### src/rtl/sqrt_mag_avg_if.sv
// rtl/sqrt_mag_avg_if.sv - sample pair valid/ready bus into the magnitude averager
interface sqrt_mag_avg_if #(
  parameter int MAX_SQRT_WIDTH = 13
) ();
  logic                      SMP_VALID;
  logic                      SMP_READY;
  logic [MAX_SQRT_WIDTH-1:0] SMP_X;
  logic [MAX_SQRT_WIDTH-1:0] SMP_Y;

  modport master (output SMP_VALID, SMP_X, SMP_Y, input SMP_READY);
  modport slave  (input SMP_VALID, SMP_X, SMP_Y, output SMP_READY);
endinterface

### src/rtl/sqrt_mag_avg.sv
// rtl/sqrt_mag_avg.sv - sequences sample pairs through the CORDIC sqrt stage and averages 2^AVG_LOG2 magnitudes
module sqrt_mag_avg #(
  parameter int MAX_SQRT_WIDTH = 13,
  parameter int AVG_LOG2       = 3,
  parameter int TIMEOUT_CYC    = 255
) (
  input  logic                      CLK,
  input  logic                      RST,
  input  logic                      START,
  sqrt_mag_avg_if.slave             smp,
  output logic                      CRD_EN,
  output logic [MAX_SQRT_WIDTH-1:0] CRD_X,
  output logic [MAX_SQRT_WIDTH-1:0] CRD_Y,
  input  logic [MAX_SQRT_WIDTH-1:0] CRD_FOUT,
  input  logic [MAX_SQRT_WIDTH-1:0] CRD_POUT,
  input  logic                      CRD_DONE,
  output logic [MAX_SQRT_WIDTH-1:0] MAG_AVG,
  output logic [MAX_SQRT_WIDTH-1:0] PHASE_LAST,
  output logic                      RESULT_VALID,
  output logic                      BUSY,
  output logic                      ERR_TIMEOUT
);
  localparam int                  ACC_W    = MAX_SQRT_WIDTH + AVG_LOG2;
  localparam logic [7:0]          TMO_LAST = 8'(TIMEOUT_CYC - 1);
  localparam logic [AVG_LOG2-1:0] CNT_LAST = '1;

  typedef enum logic [2:0] {IDLE, WAIT_SMP, RUN, ACC, FIN} state_t;

  state_t              state;
  state_t              state_nxt;
  logic [ACC_W-1:0]    acc;
  logic [AVG_LOG2-1:0] cnt;
  logic [7:0]          tmo;
  logic                run_start;
  logic                smp_take;
  logic                crd_hit;
  logic                tmo_hit;

  always_ff @(posedge CLK) begin
    if (RST) state <= IDLE;
    else     state <= state_nxt;
  end

  // Done wins over timeout when both land on the same cycle.
  always_comb begin
    state_nxt     = state;
    smp.SMP_READY = 1'b0;
    BUSY          = 1'b1;
    run_start     = 1'b0;
    smp_take      = 1'b0;
    crd_hit       = 1'b0;
    tmo_hit       = 1'b0;
    unique case (state)
      IDLE: begin
        BUSY = 1'b0;
        if (START) begin
          run_start = 1'b1;
          state_nxt = WAIT_SMP;
        end
      end
      WAIT_SMP: begin
        smp.SMP_READY = 1'b1;
        if (smp.SMP_VALID) begin
          smp_take  = 1'b1;
          state_nxt = RUN;
        end
      end
      RUN: begin
        if (CRD_DONE) begin
          crd_hit   = 1'b1;
          state_nxt = ACC;
        end else if (tmo == TMO_LAST) begin
          tmo_hit   = 1'b1;
          state_nxt = IDLE;
        end
      end
      ACC:     state_nxt = (cnt == CNT_LAST) ? FIN : WAIT_SMP;
      FIN:     state_nxt = IDLE;
      default: state_nxt = IDLE;
    endcase
  end

  always_ff @(posedge CLK) begin
    if (RST) begin
      acc          <= '0;
      cnt          <= '0;
      tmo          <= '0;
      CRD_EN       <= 1'b0;
      CRD_X        <= '0;
      CRD_Y        <= '0;
      MAG_AVG      <= '0;
      PHASE_LAST   <= '0;
      RESULT_VALID <= 1'b0;
      ERR_TIMEOUT  <= 1'b0;
    end else begin
      if (run_start) begin
        acc          <= '0;
        cnt          <= '0;
        tmo          <= '0;
        RESULT_VALID <= 1'b0;
        ERR_TIMEOUT  <= 1'b0;
      end
      if (smp_take) begin
        CRD_X  <= smp.SMP_X;
        CRD_Y  <= smp.SMP_Y;
        CRD_EN <= 1'b1;
        tmo    <= '0;
      end
      if (state == RUN) tmo <= tmo + 8'd1;
      // Dropping CRD_EN is what clears the CORDIC stage for the next operand.
      if (crd_hit) begin
        acc        <= acc + {{AVG_LOG2{1'b0}}, CRD_FOUT};
        PHASE_LAST <= CRD_POUT;
        CRD_EN     <= 1'b0;
      end
      if (tmo_hit) begin
        CRD_EN      <= 1'b0;
        ERR_TIMEOUT <= 1'b1;
      end
      if (state == ACC) cnt <= cnt + 1'b1;
      if (state == FIN) begin
        MAG_AVG      <= acc[ACC_W-1:AVG_LOG2];
        RESULT_VALID <= 1'b1;
      end
    end
  end
endmodule
### src/flat_wrapper.sv
// flat-port wrapper written by rule: the top's interface ports become plain ports
module sqrt_mag_avg_flat 
#(
  parameter int MAX_SQRT_WIDTH = 13,
  parameter int AVG_LOG2       = 3,
  parameter int TIMEOUT_CYC    = 255
)
  (CLK, RST, START, CRD_EN, CRD_X, CRD_Y, CRD_FOUT, CRD_POUT, CRD_DONE, MAG_AVG, PHASE_LAST, RESULT_VALID, BUSY, ERR_TIMEOUT, smp_SMP_VALID, smp_SMP_X, smp_SMP_Y, smp_SMP_READY);
  sqrt_mag_avg_if #(.MAX_SQRT_WIDTH(MAX_SQRT_WIDTH)) smp_i ();
  input  logic CLK;
  input  logic RST;
  input  logic START;
  output logic CRD_EN;
  output logic [MAX_SQRT_WIDTH-1:0] CRD_X;
  output logic [MAX_SQRT_WIDTH-1:0] CRD_Y;
  input  logic [MAX_SQRT_WIDTH-1:0] CRD_FOUT;
  input  logic [MAX_SQRT_WIDTH-1:0] CRD_POUT;
  input  logic CRD_DONE;
  output logic [MAX_SQRT_WIDTH-1:0] MAG_AVG;
  output logic [MAX_SQRT_WIDTH-1:0] PHASE_LAST;
  output logic RESULT_VALID;
  output logic BUSY;
  output logic ERR_TIMEOUT;
  input wire logic [$bits(smp_i.SMP_VALID)-1:0] smp_SMP_VALID;
  input wire logic [$bits(smp_i.SMP_X)-1:0] smp_SMP_X;
  input wire logic [$bits(smp_i.SMP_Y)-1:0] smp_SMP_Y;
  output wire logic [$bits(smp_i.SMP_READY)-1:0] smp_SMP_READY;
  assign smp_i.SMP_VALID = smp_SMP_VALID;
  assign smp_i.SMP_X = smp_SMP_X;
  assign smp_i.SMP_Y = smp_SMP_Y;
  assign smp_SMP_READY = smp_i.SMP_READY;
  sqrt_mag_avg #(.MAX_SQRT_WIDTH(MAX_SQRT_WIDTH), .AVG_LOG2(AVG_LOG2), .TIMEOUT_CYC(TIMEOUT_CYC)) u_core (.CLK(CLK), .RST(RST), .START(START), .smp(smp_i), .CRD_EN(CRD_EN), .CRD_X(CRD_X), .CRD_Y(CRD_Y), .CRD_FOUT(CRD_FOUT), .CRD_POUT(CRD_POUT), .CRD_DONE(CRD_DONE), .MAG_AVG(MAG_AVG), .PHASE_LAST(PHASE_LAST), .RESULT_VALID(RESULT_VALID), .BUSY(BUSY), .ERR_TIMEOUT(ERR_TIMEOUT));
endmodule
### config.mk
export PLATFORM = sky130hd
export DESIGN_NAME = sqrt_mag_avg_flat
export DESIGN_NICKNAME = d
export VERILOG_FILES = /design/src/rtl/sqrt_mag_avg_if.sv /design/src/rtl/sqrt_mag_avg.sv /design/src/flat_wrapper.sv
export SDC_FILE = /design/constraint.sdc
export NUM_CORES = 1
export LEC_CHECK = 0
export CORE_UTILIZATION = 45
export DETAILED_ROUTE_END_ITERATION = 10
export HOLD_SLACK_MARGIN = 0.08
export PLACE_DENSITY = 0.77
export SYNTH_ARGS = -nofsm -noshare
export SYNTH_HDL_FRONTEND = slang
export SYNTH_SLANG_ARGS = --single-unit
### constraint.sdc
create_clock -name CLK -period 3.3 [get_ports CLK]
set_input_delay 0.66 -clock CLK [delete_from_list [all_inputs] [get_ports CLK]]
set_output_delay 0.66 -clock CLK [all_outputs]
set_load 0.02 [all_outputs]
# --- Word-level counts from Yosys, hierarchy flattened ---
# Index checks and enable logic that the tools add are counted.
word_totals:
  output_inout_bits: 57
  input_bits: 57
  word_cells: 58
  regBits: 85
op_classes:
  muxes: 27
  eq_ne: 9
  reduce_logical: 8
  n_addsub: 3
ops:
  columns: ["operator", "count"]
  rows:
  - ["$mux 16", 2]
  - ["$mux 8", 3]
  - ["$mux 3", 7]
  - ["$add 16x13->16", 1]
  - ["$mux 1", 14]
  - ["$pmux 3 s4", 1]
  - ["$add 8x1->8 const B", 1]
  - ["$eq 8x8->1 const B", 1]
  - ["$reduce_bool 2->1", 4]
  - ["$eq 3x2->1 const B", 2]
  - ["$eq 3x3->1 const B", 2]
  - ["$ne 2x2->1 const B", 2]
  - ["$add 3x1->3 const B", 1]
  - ["$eq 3x1->1 const B", 1]
  - ["$logic_not 3->1", 1]
  - ["$ne 3x2->1 const B", 1]
  - ["$reduce_and 3->1", 1]
  - ["$reduce_bool 3->1", 1]
  - ["$reduce_or 3->1", 1]

# --- Logic depth before layout (Yosys ltp) ---
depth:
  word_depth: 5
  depth_mapped: 9
  ltp_nobuf: 9

# --- Worst setup path before layout ---
# No wires, ideal clock.
synth_path:
  path_kind: "input to register"
  startpoint: "input port CRD_FOUT[0]"
  endpoint: "register u_core.acc[12]"
  path_slack_ns: 0.996
  setup_time_ns: 0.117
  arrival_time_ns: 2.187
  t_required_ns: 3.183
  path_stages: 9
  n_path_buf: 0
  path_cell_list: "ha_1 -> inv_1 -> fa_1 -> nand2b_1 -> a21oi_1 -> o2111ai_1 -> o21bai_1 -> xor2_1 -> a22o_1"
synth_via:
  elab_chain_cells: 2
synth_rtl:
  columns: ["element", "line_no", "rtl"]
  rows:
  - ["from (decl)", "flat_wrapper.sv:16", "input logic [MAX_SQRT_WIDTH-1:0] CRD_FOUT;"]
  - ["$add 16x13->16", "sqrt_mag_avg.sv:112", "acc <= acc + {{AVG_LOG2{1'b0}}, CRD_FOUT};"]
  - ["$mux 16", "sqrt_mag_avg.sv:111", "if (crd_hit) begin"]
  - ["to (signal assigned)", "sqrt_mag_avg.sv:112", null]
  - ["to (decl)", "sqrt_mag_avg.sv:31", "logic [ACC_W-1:0] acc;"]
# Every way passes these cells.
# A chain may end at the register's enable or synchronous reset.

# --- Final worst setup path ---
# Same ends and word-level chain as after synthesis.

==> flow_metrics.py <==
metrics = {
    "routing": {
        "routed_wirelength_mm": 9.54,
        "wl_met1_mm": 4.29,
        "drcViolationCount": 0,
        "vias": 3661,
        "wl_per_cell_um": 13.7,
        "postRouteAntennaNets": 0,
        "firstDrtPassIters": 4,
        "wl_met3_um": 470,
        "met2_length_mm": 4.66,
        "top_layer": "met4",
        "via_per_inst": 5.26,
        "drtIter0Drc": 116,
    },
    "floorplanning": {
        "die_w_um": 94.2,
        "fp.coreArea_mm2": 0.00822,
        "start_util_pct": 46.6,
        "die_area_mm2": 0.00888,
        "rows": 33,
        "pin_count": 114,
        "dieHeight_um": 94.2,
    },
    "placed_design": {
        "dpl_cell_area_mm2": 0.00503,
        "place.gp.congestion": 0.880,
        "io_buffers": 113,
        "hpwl_mm": 6.74,
        "pre_cts_ws_ns": 0.325,
    },
    "pwr": {
        "power.switching_mw": 0.877,
        "intPower_mw": 1.69,
        "seqPwrFrac_pct": 45.3,
        "p_clk_share_pct": 26.8,
        "p_sw_share_pct": 34.2,
        "ir_drop_uv": 277,
        "p_leak_nw": 1.88,
        "power.density_mw_per_mm2": 492,
        "p_total_mw": 2.56,
        "combPwrFrac_pct": 27.9,
    },
    "clock_network": {
        "clkSinkCount": 85,
        "ctsResizeCount": 0,
        "clkTransAtPathRegs_ns": 0.09,
        "cts_post_setup_buffers_inserted": 0,
        "cts_inserted_buffers": 9,
        "clock_latency_ns": 0.36,
        "ctsLongestPathBuffers": 2,
        "cts_max_level": 3,
        "cts_tree": "yes",
        "postCtsHoldBufs": 0,
        "clockRootBuffer": "clkbuf_8",
    },
    "sta": {
        "fin_tns_setup_ns": 0,
        "fin_ws_ns": 0.673,
        "setup_violations": 0,
        "tightest_slew_ns": 0.796,
        "relSlewSlack_pct": 46.9,
        "fin_crit_sh_pct": 79.6,
        "rsz0062_at_grt": "no",
        "slew_viol_final": 0,
        "fmax_mhz": 381,
        "skew_ns": 0.0145,
        "min_period_ns": 2.63,
        "hold_viol_final": 0,
    },
    "worst_setup_path": {
        "slowest_stage": "clkdlybuf4s50_1",
        "crit_path_end_kind": "flop",
        "path_cells": "clkdlybuf4s50_1 > ha_1 > inv_1 > fa_1 > nand2b_1 > a21oi_1 > o2111ai_1 > o21bai_1 > xor2_1 > a22o_1",
        "cp-start-kind": "primary input",
        "crit_arrival_ns": 2.88,
        "critPathKind": "in2reg",
        "required_ns": 3.55,
        "slowest_delay_ns": 0.46,
        "r2r_cells": 9,
        "crit_fanout": 3,
    },
    "final_layout": {
        "fin_area_mm2": 0.00521,
        "final_nets": 661,
        "syn_to_final_growth_pct": 36.2,
        "drive_above_1_share_pct": 5.41,
        "post-route-util_pct": 63.4,
        "antenna-diode-count": 0,
        "final_cell_mix": "nand2_1, clkdlybuf4s50_1, dfxtp_1",
        "final_common_cell": "nand2_1",
    },
    "synth": {
        "synth.top_cell.area_share_pct": 44.5,
        "synthesis.nets": 555,
        "ys_async_sr_fraction_pct": 0,
        "synthTopCellsByArea": "dfxtp_1, nand2_1, a21oi_1, ha_1, nor2_1",
        "avgSynthCellArea_um2": 7.97,
        "seq_area_frac_synth_pct": 44.5,
        "synth_seq_cells": 85,
        "synth_area_mm2": 0.00383,
        "synth_edf_count": 0,
        "yosysWarnings": 0,
        "synth_ff_type": "dfxtp_1",
        "yosysUniqueCellTypes": 51,
        "synth_cells": 480,
        "yosysTopAreaCell": "dfxtp_1",
    },
    "global_routing": {
        "grtUsageTotal_pct": 21.6,
        "grt-ovfl-total": 0,
        "grt_pass1_wl_mm": 15.1,
        "grt_max_degree": 47,
        "grt_pass1_vias": 3343,
        "grt_antenna_before_repair": 0,
    },
    "worst_hold_path": {
        "hp-class": "reg2reg",
        "whs_path_depth": 2,
    },
    "job": {
        "drv_cap": 0,
    },
    "status": {
        "status": "complete, no violations",
    },
}
## metrics by stage
step	std cells	hold slack [ns]
after global routing	696	0.471
after global placement	680	0.441
final	696	0.457
after detailed placement	680	0.446
after floorplan	480	0.441
after CTS	696	0.458
## path summary, 6_finish.rpt
check,start,to,slack (ns)
setup / recovery,CRD_FOUT[0],u_core.acc[12],0.67
hold / removal,u_core.PHASE_LAST[2],u_core.PHASE_LAST[2],0.46
setup reg to reg,u_core.acc[0],u_core.acc[12],1.08
hold reg to reg,u_core.PHASE_LAST[2],u_core.PHASE_LAST[2],0.46
## cells by family (layout without fill, tap and decap cells)
kind of cell / after synthesis / in the layout / share of synthesized area (%)
buffers and inverters: 30 / 141 / 3.17
adders and majority gates: 18 / 18 / 6.08
DFF: 85 / 85 / 44.5
xor gates and xnor gates: 10 / 10 / 2.29
muxes: 1 / 1 / 0.262
AOI/OAI and AO/OA: 127 / 127 / 20.6
and+or+nand+nor: 209 / 209 / 23.1
## layer usage
layer | GRT usage, % | vias up
met5 | 0 | -
met4 | 7.82 | 0
met3 | 3.56 | 11
met2 | 37.7 | 102
met1 | 26.3 | 1689
li1 | - | 1859
## registers in the layout, summed over array words and instances, names as in the netlist, 3 cells and up
register	flops
u_core.tmo	8
u_core.CRD_X	13
u_core.CRD_Y	13
u_core.PHASE_LAST	13
u_core.state	3
u_core.cnt	3
u_core.acc	16
u_core.MAG_AVG	13
## critical path, delay by kind of cell
kind,cells,cell delay (ns)
xor+xnor,1,0.08
simple gates,1,0.20
fa+ha+maj,2,0.58
buf+inv,2,0.53
compound gates,4,0.82
## power groups by stage
| stage | combinational (mW) | sequential, mW | clock (mW) |
|---|---|---|---|
| detailed placement | 0.712 | 1.18 | 0 |
| finish | 0.716 | 1.16 | 0.688 |
| CTS | 0.719 | 1.16 | 0.702 |
| global route | 0.785 | 1.17 | 0.741 |
| floorplan | 0.407 | 1.21 | 0 |
| global placement | 0.702 | 1.18 | 0 |
## cell type report
cell class / count / area (um^2)
Fill cell: 716 / 3010
Multi-Input combinational cell: 365 / 2000
Sequential cell: 85 / 1700
Timing Repair Buffer: 119 / 1170
Tap cell: 105 / 131
Clock buffer: 9 / 124
Clock inverter: 7 / 56.3
Inverter: 6 / 22.5
## cells in the mapped netlist (3+ instances only)
master and n:
o21ai_0 9, xor2_1 4, xnor2_1 6, ha_1 17, nor3_1 4, and2_1 3
nand3_1 20, a21oi_1 81, nand2b_1 6, nor2_1 36, a22oi_1 5, buf_2 7
clkbuf_1 17, a311oi_1 3, dfxtp_1 85, a22o_1 5, inv_1 6, nand2_1 127
(Power assumes the default switching activity.)
